File: src/rtl/dac_pkg.sv
// Shared definitions for the DAC serial link.
// Contents:
//   DAC_DATA_W     - width of a DAC code
//   DAC_FRAME_BITS - serial bits per frame: code bits, then zero fill bits
//   SPI_DIV        - s_clk cycles per spi_clk period on the link
//   ST_*           - receiver FSM state encoding
package dac_pkg;

  localparam int DAC_DATA_W     = 10;
  localparam int DAC_FRAME_BITS = 12;
  localparam int SPI_DIV        = 4;

  localparam logic [1:0] ST_IDLE  = 2'd0;
  localparam logic [1:0] ST_RECV  = 2'd1;
  localparam logic [1:0] ST_CHECK = 2'd2;

endpackage

File: src/rtl/dac_spi_rx_sync_edge.sv
// sync_edge: multi-flop synchroniser with edge detection.
// Ports:
//   clk, rst - clock and asynchronous active-high reset
//   din      - asynchronous input
//   level    - synchronised level (last flop of the chain)
//   rise     - one-cycle pulse on a synchronised 0->1 transition
//   fall     - one-cycle pulse on a synchronised 1->0 transition
// All flops reset to RESET_VAL, which should be the idle level of din.
module sync_edge #(
  parameter int   STAGES    = 2,
  parameter logic RESET_VAL = 1'b0
) (
  input  logic clk,
  input  logic rst,
  input  logic din,
  output logic level,
  output logic rise,
  output logic fall
);

  logic [STAGES-1:0] chain;
  logic              prev;

  always_ff @(posedge clk or posedge rst) begin
    if (rst) begin
      chain <= {STAGES{RESET_VAL}};
      prev  <= RESET_VAL;
    end else begin
      chain <= {chain[STAGES-2:0], din};
      prev  <= chain[STAGES-1];
    end
  end

  assign level = chain[STAGES-1];
  assign rise  = chain[STAGES-1] & ~prev;
  assign fall  = ~chain[STAGES-1] & prev;

endmodule

File: src/rtl/dac_spi_rx.sv
// dac_spi_rx: oversampling SPI slave receiver for the 3-wire DAC link.
// Ports:
//   s_clk, s_rst         - system clock, asynchronous active-high reset
//   spi_clk, mosi,
//   spi_cs_n             - asynchronous serial link from the master
//   data_out             - code of the last good frame (held)
//   data_valid           - one-cycle pulse when data_out updates
//   frame_err            - one-cycle pulse on a malformed frame
//   busy                 - high while receiving (RECV)
//   frame_cnt            - good frame count, wraps
//   state                - FSM state (ST_* encoding), for observation
//
// Handshake: data_valid and frame_err are single-cycle strobes with no
// back-pressure; data_out is stable from the data_valid cycle onwards
// until the next data_valid.
module dac_spi_rx
  import dac_pkg::*;
#(
  parameter int DATA_W      = DAC_DATA_W,
  parameter int FRAME_BITS  = DAC_FRAME_BITS,
  parameter int SYNC_STAGES = 2
) (
  input  logic              s_clk,
  input  logic              s_rst,
  input  logic              spi_clk,
  input  logic              mosi,
  input  logic              spi_cs_n,
  output logic [DATA_W-1:0] data_out,
  output logic              data_valid,
  output logic              frame_err,
  output logic              busy,
  output logic [15:0]       frame_cnt,
  output logic [1:0]        state
);

  localparam int FILL_W = FRAME_BITS - DATA_W;
  localparam int CNT_W  = $clog2(FRAME_BITS + 2);
  localparam logic [CNT_W-1:0] CNT_MAX  = CNT_W'(FRAME_BITS + 1);
  localparam logic [CNT_W-1:0] CNT_GOOD = CNT_W'(FRAME_BITS);

  logic sclk_rise, sclk_level_unused, sclk_fall_unused;
  logic mosi_s, mosi_rise_unused, mosi_fall_unused;
  logic cs_level, cs_rise, cs_fall;

  sync_edge #(.STAGES(SYNC_STAGES), .RESET_VAL(1'b0)) u_sync_sclk (
    .clk(s_clk), .rst(s_rst), .din(spi_clk),
    .level(sclk_level_unused), .rise(sclk_rise), .fall(sclk_fall_unused)
  );

  sync_edge #(.STAGES(SYNC_STAGES), .RESET_VAL(1'b0)) u_sync_mosi (
    .clk(s_clk), .rst(s_rst), .din(mosi),
    .level(mosi_s), .rise(mosi_rise_unused), .fall(mosi_fall_unused)
  );

  sync_edge #(.STAGES(SYNC_STAGES), .RESET_VAL(1'b1)) u_sync_cs (
    .clk(s_clk), .rst(s_rst), .din(spi_cs_n),
    .level(cs_level), .rise(cs_rise), .fall(cs_fall)
  );

  // The cs synchroniser resets to 1, so if spi_cs_n is held low through
  // reset a false fall appears once the chain flushes. Frames are only
  // accepted after cs has been seen high with the chain fully refilled.
  logic [SYNC_STAGES:0] flush;
  logic                 armed;
  logic                 pend;
  logic                 cs_fall_ok;

  assign cs_fall_ok = cs_fall & armed;

  logic [FRAME_BITS-1:0] shreg, shreg_nxt;
  logic [CNT_W-1:0]      bit_cnt, cnt_nxt;
  logic                  good;

  // Next shift/count values: lets a bit arriving in the cs_rise cycle be
  // counted before the frame is judged.
  always_comb begin
    shreg_nxt = shreg;
    cnt_nxt   = bit_cnt;
    if (sclk_rise) begin
      shreg_nxt = {shreg[FRAME_BITS-2:0], mosi_s};
      if (bit_cnt != CNT_MAX) cnt_nxt = bit_cnt + CNT_W'(1);
    end
    good = (cnt_nxt == CNT_GOOD) && (shreg_nxt[FILL_W-1:0] == '0);
  end

  always_ff @(posedge s_clk or posedge s_rst) begin
    if (s_rst) begin
      flush      <= '0;
      armed      <= 1'b0;
      pend       <= 1'b0;
      state      <= ST_IDLE;
      bit_cnt    <= '0;
      shreg      <= '0;
      data_out   <= '0;
      data_valid <= 1'b0;
      frame_err  <= 1'b0;
      frame_cnt  <= '0;
    end else begin
      flush      <= {flush[SYNC_STAGES-1:0], 1'b1};
      armed      <= armed | (flush[SYNC_STAGES] & cs_level);
      data_valid <= 1'b0;
      frame_err  <= 1'b0;
      case (state)
        ST_IDLE: begin
          if (cs_fall_ok || pend) begin
            pend    <= 1'b0;
            bit_cnt <= '0;
            shreg   <= '0;
            state   <= ST_RECV;
          end
        end
        ST_RECV: begin
          bit_cnt <= cnt_nxt;
          shreg   <= shreg_nxt;
          // The verdict is registered on the cs_rise edge so the strobe
          // and the new data_out appear together during CHECK.
          if (cs_rise) begin
            state <= ST_CHECK;
            if (good) begin
              data_out   <= shreg_nxt[FRAME_BITS-1 -: DATA_W];
              data_valid <= 1'b1;
              frame_cnt  <= frame_cnt + 16'd1;
            end else begin
              frame_err  <= 1'b1;
            end
          end
        end
        ST_CHECK: begin
          state <= ST_IDLE;
          if (cs_fall_ok) pend <= 1'b1;
        end
        default: state <= ST_IDLE;
      endcase
    end
  end

  assign busy = (state == ST_RECV);

endmodule
File: config.mk
export PLATFORM = sky130hd
export DESIGN_NAME = dac_spi_rx
export DESIGN_NICKNAME = d
export VERILOG_FILES = /design/src/rtl/dac_pkg.sv /design/src/rtl/dac_spi_rx_sync_edge.sv /design/src/rtl/dac_spi_rx.sv
export SDC_FILE = /design/constraint.sdc
export NUM_CORES = 1
export LEC_CHECK = 0
export BUFFER_PORTS_ARGS = -buffer_cell sky130_fd_sc_hd__buf_4
export CORE_MARGIN = 1
export CORE_UTILIZATION = 55
export DETAILED_ROUTE_END_ITERATION = 6
export GPL_ROUTABILITY_DRIVEN = 0
export HOLD_SLACK_MARGIN = 0.05
export PLACE_DENSITY = 0.82
export SETUP_SLACK_MARGIN = 0.1
export SYNTH_ARGS = -nofsm -noshare
export SYNTH_HDL_FRONTEND = slang
export SYNTH_HIERARCHICAL = 1
export SYNTH_SLANG_ARGS = --single-unit
File: constraint.sdc
create_clock -name s_clk -period 3.1 [get_ports s_clk]
set_input_delay 0.31 -clock s_clk [delete_from_list [all_inputs] [get_ports s_clk]]
set_output_delay 0.31 -clock s_clk [all_outputs]
set_load 0.005 [all_outputs]
# Word level (Yosys, flattened, before mapping)
# Index checks and enable logic that the tools add are counted.
totals:
  wordCells: 62
  register_bits: 59
  out_inout_bits: 31
  input_bits: 5
classes:
  addsub: 2
  mux: 19
  reduce_logical: 10
  n_bitwise: 9
  eq_ne: 7
op_table:
  columns: ["operator", "n"]
  rows:
  - ["12-bit 2-to-1 mux", 2]
  - ["12-bit one-hot mux with 2 select lines", 1]
  - ["16-bit by 1-bit adder with 16-bit output, second input constant", 1]
  - ["4-bit 2-to-1 mux", 3]
  - ["1-bit 2-to-1 mux", 8]
  - ["4-bit one-hot mux with 2 select lines", 1]
  - ["3-bit AND reduction", 2]
  - ["1-bit AND", 5]
  - ["4-bit by 1-bit adder with 4-bit output, second input constant", 1]
  - ["4-bit equality test, second input constant", 1]
  - ["2-bit logical NOT", 2]
  - ["2-bit 2-to-1 mux", 2]
  - ["2-bit != test, second input constant", 2]
  - ["4-bit != test, second input constant", 1]
  - ["2-bit one-hot mux with 2 select lines", 1]
  - ["2-bit AND reduction", 2]
  - ["2-bit nonzero test", 2]
  - ["1-bit NOT", 3]
  - ["2-bit by 1-bit equality test with 1-bit output, second input constant", 1]
  - ["2-bit equality test, second input constant", 1]
  - ["2-bit by 1-bit != test with 1-bit output, second input constant", 1]
  - ["1-bit one-hot mux with 2 select lines", 1]
  - ["1-bit logical AND", 1]
  - ["1-bit logical OR", 1]
  - ["1-bit bitwise OR", 1]

# Logic depth before layout (Yosys ltp)
# Gate-level depths: netlist of the first run.
depth:
  ltp_word: 8
  depth_mapped: 8
  ltp_nobuf: 7

# By module
# The synthesis of the first run kept the hierarchy.
modules_own_cells:
  columns: ["mod", "seq_area_each_um2", "cells_per_inst", "instances", "area_each_um2"]
  rows:
  - ["dac_spi_rx", 1276.2, 198, 1, 2382.3]
  - ["sync_edge (u_sync_mosi ...)", 75.1, 6, 2, 93.8]
  - ["sync_edge (u_sync_cs)", 78.8, 6, 1, 97.6]

# Least setup slack after synthesis of the first run
# OpenSTA, ideal clock, no wires.
synth_timing:
  kind: "reg-to-reg"
  startpoint: "reg bit_cnt[0]"
  endpoint: "reg data_out[0]"
  n_path_buf: 1
  arrival_ps: 2085
  required_time_ps: 2975
  setup_time_ps: 125
  setup_slack_ps: 890
  synth_period_minus_slack_ps: 2210
  stages_incl_launch_ff: 8
  cell_sequence: "dfrtp_1 ha_1 and4_4 a211oi_4 nand3_2 or3_4 buf_6 mux2_4"
synth_via:
  elab_chain_cells: 6
  elab_cells_between_ends: 7
  cone_classes: "add/sub (1); eq/ne (2); mux (2); reduce/logical (2)"
synth_rtl:
  columns: ["element", "line", "rtl"]
  rows:
  - ["start, declared", "dac_spi_rx.sv:71", "logic [CNT_W-1:0] bit_cnt, cnt_nxt;"]
  - ["start signal, assigned", "dac_spi_rx.sv:113", "bit_cnt <= cnt_nxt;"]
  - ["4-bit by 1-bit adder with 4-bit output / 4-bit != test (equally long branches)", "dac_spi_rx.sv:81", "if (bit_cnt != CNT_MAX) cnt_nxt = bit_cnt + CNT_W'(1);"]
  - ["4-bit 2-to-1 mux", "dac_spi_rx.sv:81", null]
  - ["4-bit 2-to-1 mux *", "dac_spi_rx.sv:79", "if (sclk_rise) begin"]
  - ["4-bit equality test *", "dac_spi_rx.sv:83", "good = (cnt_nxt == CNT_GOOD) && (shreg_nxt[FILL_W-1:0] == '0);"]
  - ["1-bit logical AND *", "dac_spi_rx.sv:83", null]
  - ["3-bit AND reduction (no source line) *", null, null]
  - ["end signal, assigned", "dac_spi_rx.sv:120", "data_out <= shreg_nxt[FRAME_BITS-1 -: DATA_W];"]
  - ["end, declared", "dac_spi_rx.sv:28", "output logic [DATA_W-1:0] data_out,"]
# Every way passes the cells marked *; elsewhere a longest branch is shown, timed or not.
# A chain may end at the register's enable or synchronous reset.

# Worst setup path after layout of the first run
layout_timing:
  startpoint: "reg bit_cnt[1]"
  endpoint: "reg data_out[8]"
# Same word-level chain as after synthesis.

==> results.toml, run 1 <==
[run_status]
status = "completed"

[worst_setup_path]
path_class = "flop to flop"
r2r-start = "bit_cnt[1]"
worstPathArrival_ns = 2.74
reg2regPathDepth = 8
worst_r2r_endpoint = "data_out[8]"
worstPathRequired_ns = 3.32
start_kind = "flop"
end_kind = "flop"
r2r_setup_slack_ns = 0.59
path_max_fanout = 16

[layout]
layout_commonest_cell = "dfrtp_1"
layout-drive-gt1-share_pct = 33.2
layout_common_cells = "56 x dfrtp_1, 39 x buf_4, 13 x xor2_1, 13 x a22o_1"
area_growth_pct = 22.8
diodes = 0
nets = 265
final_cells = 314

[global_route]
grt_pass1_wl_mm = 8.72
grt_pass1_vias = 1815
grt_max_degree = 52
globalRouteOverflowTotal = 0
grt.total_usage_pct = 23.5
antenna_found_initial = 0

[route]
wl_per_cell_um = 16.2
vias_per_cell = 5.65
dr.pass1.iters = 4
routed_wl_mm = 5.09
drtAntennaViolNets = 0
drc = 0
drt-initial-drc-count = 124
dr_total_vias = 1773

[sta]
period_needed_ns = 2.51
final-max-slew-violation-count = 0
min_period_over_period_pct = 81.1
skew_ns = 0.00732
setup_viol_count_final = 0
rsz0062_at_grt = "false"
finalWorstSetupSlack_ns = 0.586
fmax_mhz = 398
finalHoldViolCount = 0
slew_headroom_pct = 31.0
fin_tns_setup_ns = 0
tightest_slew_ns = 1.03

[min_path]
hold_end = "u_sync_mosi/chain[1]"
hold_depth = 0
hold_class = "flop to flop"
min-delay-start = "u_sync_mosi/chain[0]"

[clock_network]
clk_pin_slew_worst_paths_ns = 0.07
cts-resized-gates = 0
cts_tree = "done"
post-cts-setup-buffers = 0
clock_latency_ns = 0.34
root_buffer = "clkbuf_8"
cts_sinks = 59
clk_path_buf_depth = 2
numCtsBuffers = 9
cts_max_level = 3

[placement]
dp_slack_ns = 0.611
dp_hpwl_mm = 3.27
place_inst = 294
port_buffers = 35

[floorplan]
die_w_um = 71
initial_core_util_pct = 58.5
ioPinCount = 36
row_count = 24
die_y_um = 71
core_area_um2 = 4470
die-area_um2 = 5040

[yosys]
synth_cells = 212
syn-cell-area_um2 = 2620
synthesis.nets = 220
syn_avg_cell_area_um2 = 12.4
ys_warn_count = 6

[power_and_ir_drop]
cellLeakagePower_nw = 1.63
ir_worst_vdd_uv = 557
powerDensity_nw_per_um2 = 641

[flow_run]
maxCapViolCount = 0
## area by class of cell
cell class	count	area [µm²]
clock buffers	9	124
inverters	10	37.5
well taps	52	65.1
multi-input cells	134	1050
clock inverters	7	124
flip-flops and latches	59	1480
fillers	314	1260
repair buffers	43	333
## worst max-delay path by stage
stage | slack [ns] | endpoint | startpoint
3_5_place_dp | 0.61 | data_out[1] | bit_cnt[1]
3_3_place_gp | 0.69 | data_out[2] | bit_cnt[1]
4_1_cts | 0.59 | data_out[5] | bit_cnt[1]
6_report | 0.59 | data_out[8] | bit_cnt[1]
5_1_grt | 0.44 | data_out[5] | bit_cnt[1]
2_1_floorplan | 0.89 | data_out[0] | bit_cnt[0]
## timing repair
action | in CTS | in global routing
endpoints found under the hold margin | 9 | 2
hold buffers | 2 | 2
setup endpoints to repair | 0 | 0
## stage by stage
stage	total power [mW]	hold slack, ns	area (µm²)	util, %
final	2.06	0.348	3220	71.9
after global routing	2.16	0.349	3220	71.9
after CTS	2.08	0.0523	3200	71.4
after detailed placement	1.21	0.197	2930	65.5
after global placement	1.20	0.195	2930	65.5
after floorplan	1.09	0.0512	2620	-
## power by group
group	switching [mW]	internal [mW]	total [mW]
clock	0.317	0.539	0.856
sequential	0.0719	0.820	0.892
combinational	0.192	0.123	0.315
total	0.581	1.48	2.06
## worst max-delay path, cell delays in order, from the launching register on
cell      delay (ns)
dfrtp_1         0.47
inv_1           0.11
ha_1            0.26
and4_4          0.22
a211oi_4        0.26
nand3_2         0.08
buf_4           0.20
or3_4           0.47
mux2_4          0.33
## sequential cells by signal, summed over array words and instances (netlist names)
| register | cells |
|---|---|
| armed | 1 |
| bit_cnt | 4 |
| data_out | 10 |
| data_valid | 1 |
| flush | 3 |
| frame_cnt | 16 |
| frame_err | 1 |
| pend | 1 |
| shreg | 12 |
| state | 2 |
| u_sync_cs/chain | 2 |
| u_sync_cs/prev | 1 |
| u_sync_mosi/chain | 2 |
| u_sync_sclk/chain | 2 |
| u_sync_sclk/prev | 1 |
## routing by layer
metal  up-vias  wire (µm)  GRT usage, %
li1        845          -             -
met1       877       2330          31.0
met2        47       2470          34.7
met3         4        243          9.54
met4         0         38          10.0
met5         -          0             0
No activity file was read; power rests on OpenSTA's default activity.
==> inputs of run 2 (changes only) <==
--- a/config.mk
+++ b/config.mk
@@ -5,13 +5,14 @@
 export SDC_FILE = /design/constraint.sdc
 export NUM_CORES = 1
 export LEC_CHECK = 0
+export ABC_AREA = 1
 export BUFFER_PORTS_ARGS = -buffer_cell sky130_fd_sc_hd__buf_4
 export CORE_MARGIN = 1
 export CORE_UTILIZATION = 55
 export DETAILED_ROUTE_END_ITERATION = 6
 export GPL_ROUTABILITY_DRIVEN = 0
 export HOLD_SLACK_MARGIN = 0.05
-export PLACE_DENSITY = 0.82
+export PLACE_DENSITY = 0.81
 export SETUP_SLACK_MARGIN = 0.1
 export SYNTH_ARGS = -nofsm -noshare
 export SYNTH_HDL_FRONTEND = slang
==> constraint.sdc (replaced) <==
create_clock -name s_clk -period 2.65 [get_ports s_clk]
set_input_delay 0.265 -clock s_clk [delete_from_list [all_inputs] [get_ports s_clk]]
set_output_delay 0.265 -clock s_clk [all_outputs]
set_load 0.005 [all_outputs]
==> run 2 against run 1 <==
Compared with the run above: sequential cell count did not move; clock-buffer cell count increased by 3; critical endpoint is now frame_cnt[7]; global-route usage is 1.3 points higher; wire length grew 15%; synthesized cell count grew 63%; register-to-register slack better by 0.11 ns; largest power group unchanged; sequential power rose by 18%; combinational power grew 41%; critical path type unchanged; final cell count grew 47%; core utilization fell by 1.4 points; power grew 18%.
==> results.toml, run 2 <==
[min_path]
hold_class = "primary input to async pin"

[global_route]
grt.total_usage_pct = 24.8
grt_pass1_wl_mm = 10.0
antenna_found_initial = 0
grt_pass1_vias = 2216
globalRouteOverflowTotal = 0
grt_max_degree = 37

[clock_network]
numCtsBuffers = 9
clk_pin_slew_worst_paths_ns = 0.07
post-cts-setup-buffers = 0
root_buffer = "clkbuf_8"
hold_buffers = 4
cts_sinks = 59
cts-resized-gates = 0
cts_tree = "done"
clock_latency_ns = 0.34
cts_max_level = 3
clk_path_buf_depth = 2

[floorplan]
core_area_um2 = 4850
ioPinCount = 36
initial_core_util_pct = 58.9
die_w_um = 74.1
die-area_um2 = 5490
die_y_um = 74.1
row_count = 25

[layout]
layout_common_cells = "120 x nand2_1, 56 x dfrtp_1, 39 x buf_4, 36 x nand3_1, 32 x inv_1"
multi_input_area_um2 = 1160
top_regs = "frame_cnt: 16 flops, shreg: 12 flops, data_out: 10 flops"
area_growth_pct = 19.7
final_cells = 461
largest_register_ffs = 16
nets = 397
fin_area_um2 = 3420
layout-drive-gt1-share_pct = 18.0
largest_register = "frame_cnt"
regArea_um2 = 1480
fillers = 387
layout_commonest_cell = "nand2_1"
diodes = 0

[placement]
port_buffers = 35
place_area_um2 = 3150
place_inst = 441
dp_hpwl_mm = 3.76

[power_and_ir_drop]
cellLeakagePower_nw = 1.73
powerDensity_nw_per_um2 = 709
ir_worst_vdd_uv = 513
p_total_mw = 2.43

[yosys]
ys_warn_count = 6
syn-cell-area_um2 = 2860
syn_avg_cell_area_um2 = 8.26
synthesis.nets = 354
synth_cells = 346

[worst_setup_path]
worstPathArrival_ns = 2.18
r2r_setup_slack_ns = 0.70
worstPathRequired_ns = 2.88
start_kind = "flop"
path_max_fanout = 27
reg2regPathDepth = 11
path_class = "flop to flop"
end_kind = "flop"

[route]
dr_total_vias = 2339
drtAntennaViolNets = 0
vias_per_cell = 5.07
dr.pass1.iters = 4
wl_per_cell_um = 12.7
routed_wl_mm = 5.88
drc = 0
drt-initial-drc-count = 158

[sta]
fmax_mhz = 513
fin_tns_setup_ns = 0
min_period_over_period_pct = 73.6
final-max-slew-violation-count = 0
period_needed_ns = 1.95
skew_ns = 0.0104
setup_viol_count_final = 0
finalHoldViolCount = 0
hold_slack_ns = 0.348
rsz0062_at_grt = "false"

[flow_run]
maxCapViolCount = 0

[run_status]
status = "completed"
run 2: worst paths after layout:
check                                startpoint                    to
min in group s_clk         u_sync_mosi/chain[0]  u_sync_mosi/chain[1]
hold / removal                            s_rst  u_sync_mosi/chain[0]
max in group asynchronous                 s_rst           data_out[6]
setup reg to reg                     bit_cnt[1]          frame_cnt[7]
hold reg to reg            u_sync_mosi/chain[0]  u_sync_mosi/chain[1]
setup / recovery                     bit_cnt[1]          frame_cnt[7]
run 2: worst max-delay path: stages, from the launching register on:
cell and delay [ns]:
dfrtp_1 0.42, inv_1 0.12, ha_1 0.21, nand3_2 0.12
nand2_1 0.12, nand2_1 0.06, nand2_1 0.10, nand2_2 0.12
inv_2 0.08, nand3_4 0.25, nand2_1 0.16, nand2_1 0.07
run 2: routing by layer:
layer,up-vias,wire (µm),GRT usage (%)
met1,1083,2590,33.0
met3,7,366,6.23
met2,76,2830,38.9
met5,-,0,0
met4,0,89,10.3
li1,1173,-,-
run 2: power by group:
part           leakage, nW  switching (mW)  internal [mW]
Clock                0.113           0.354          0.579
Combinational        0.831           0.297          0.147
Sequential           0.783          0.0710          0.976
run 2: layout make-up:
type | instances | share of cell area [%]
well taps | 67 | 2.45
flip-flops and latches | 59 | 43.3
clock buffers | 12 | 4.54
inverters | 36 | 3.95
repair buffers | 43 | 9.73
multi-input cells | 240 | 33.9
clock inverters | 4 | 2.12
run 2: through the flow:
step | util (%) | worst slack, ns
final | 70.5 | 0.700
after global routing | 70.5 | 0.436
after CTS | 70.5 | 0.712
after detailed placement | 65.0 | 0.715
after global placement | 65.0 | 0.808
after floorplan | - | 1.03
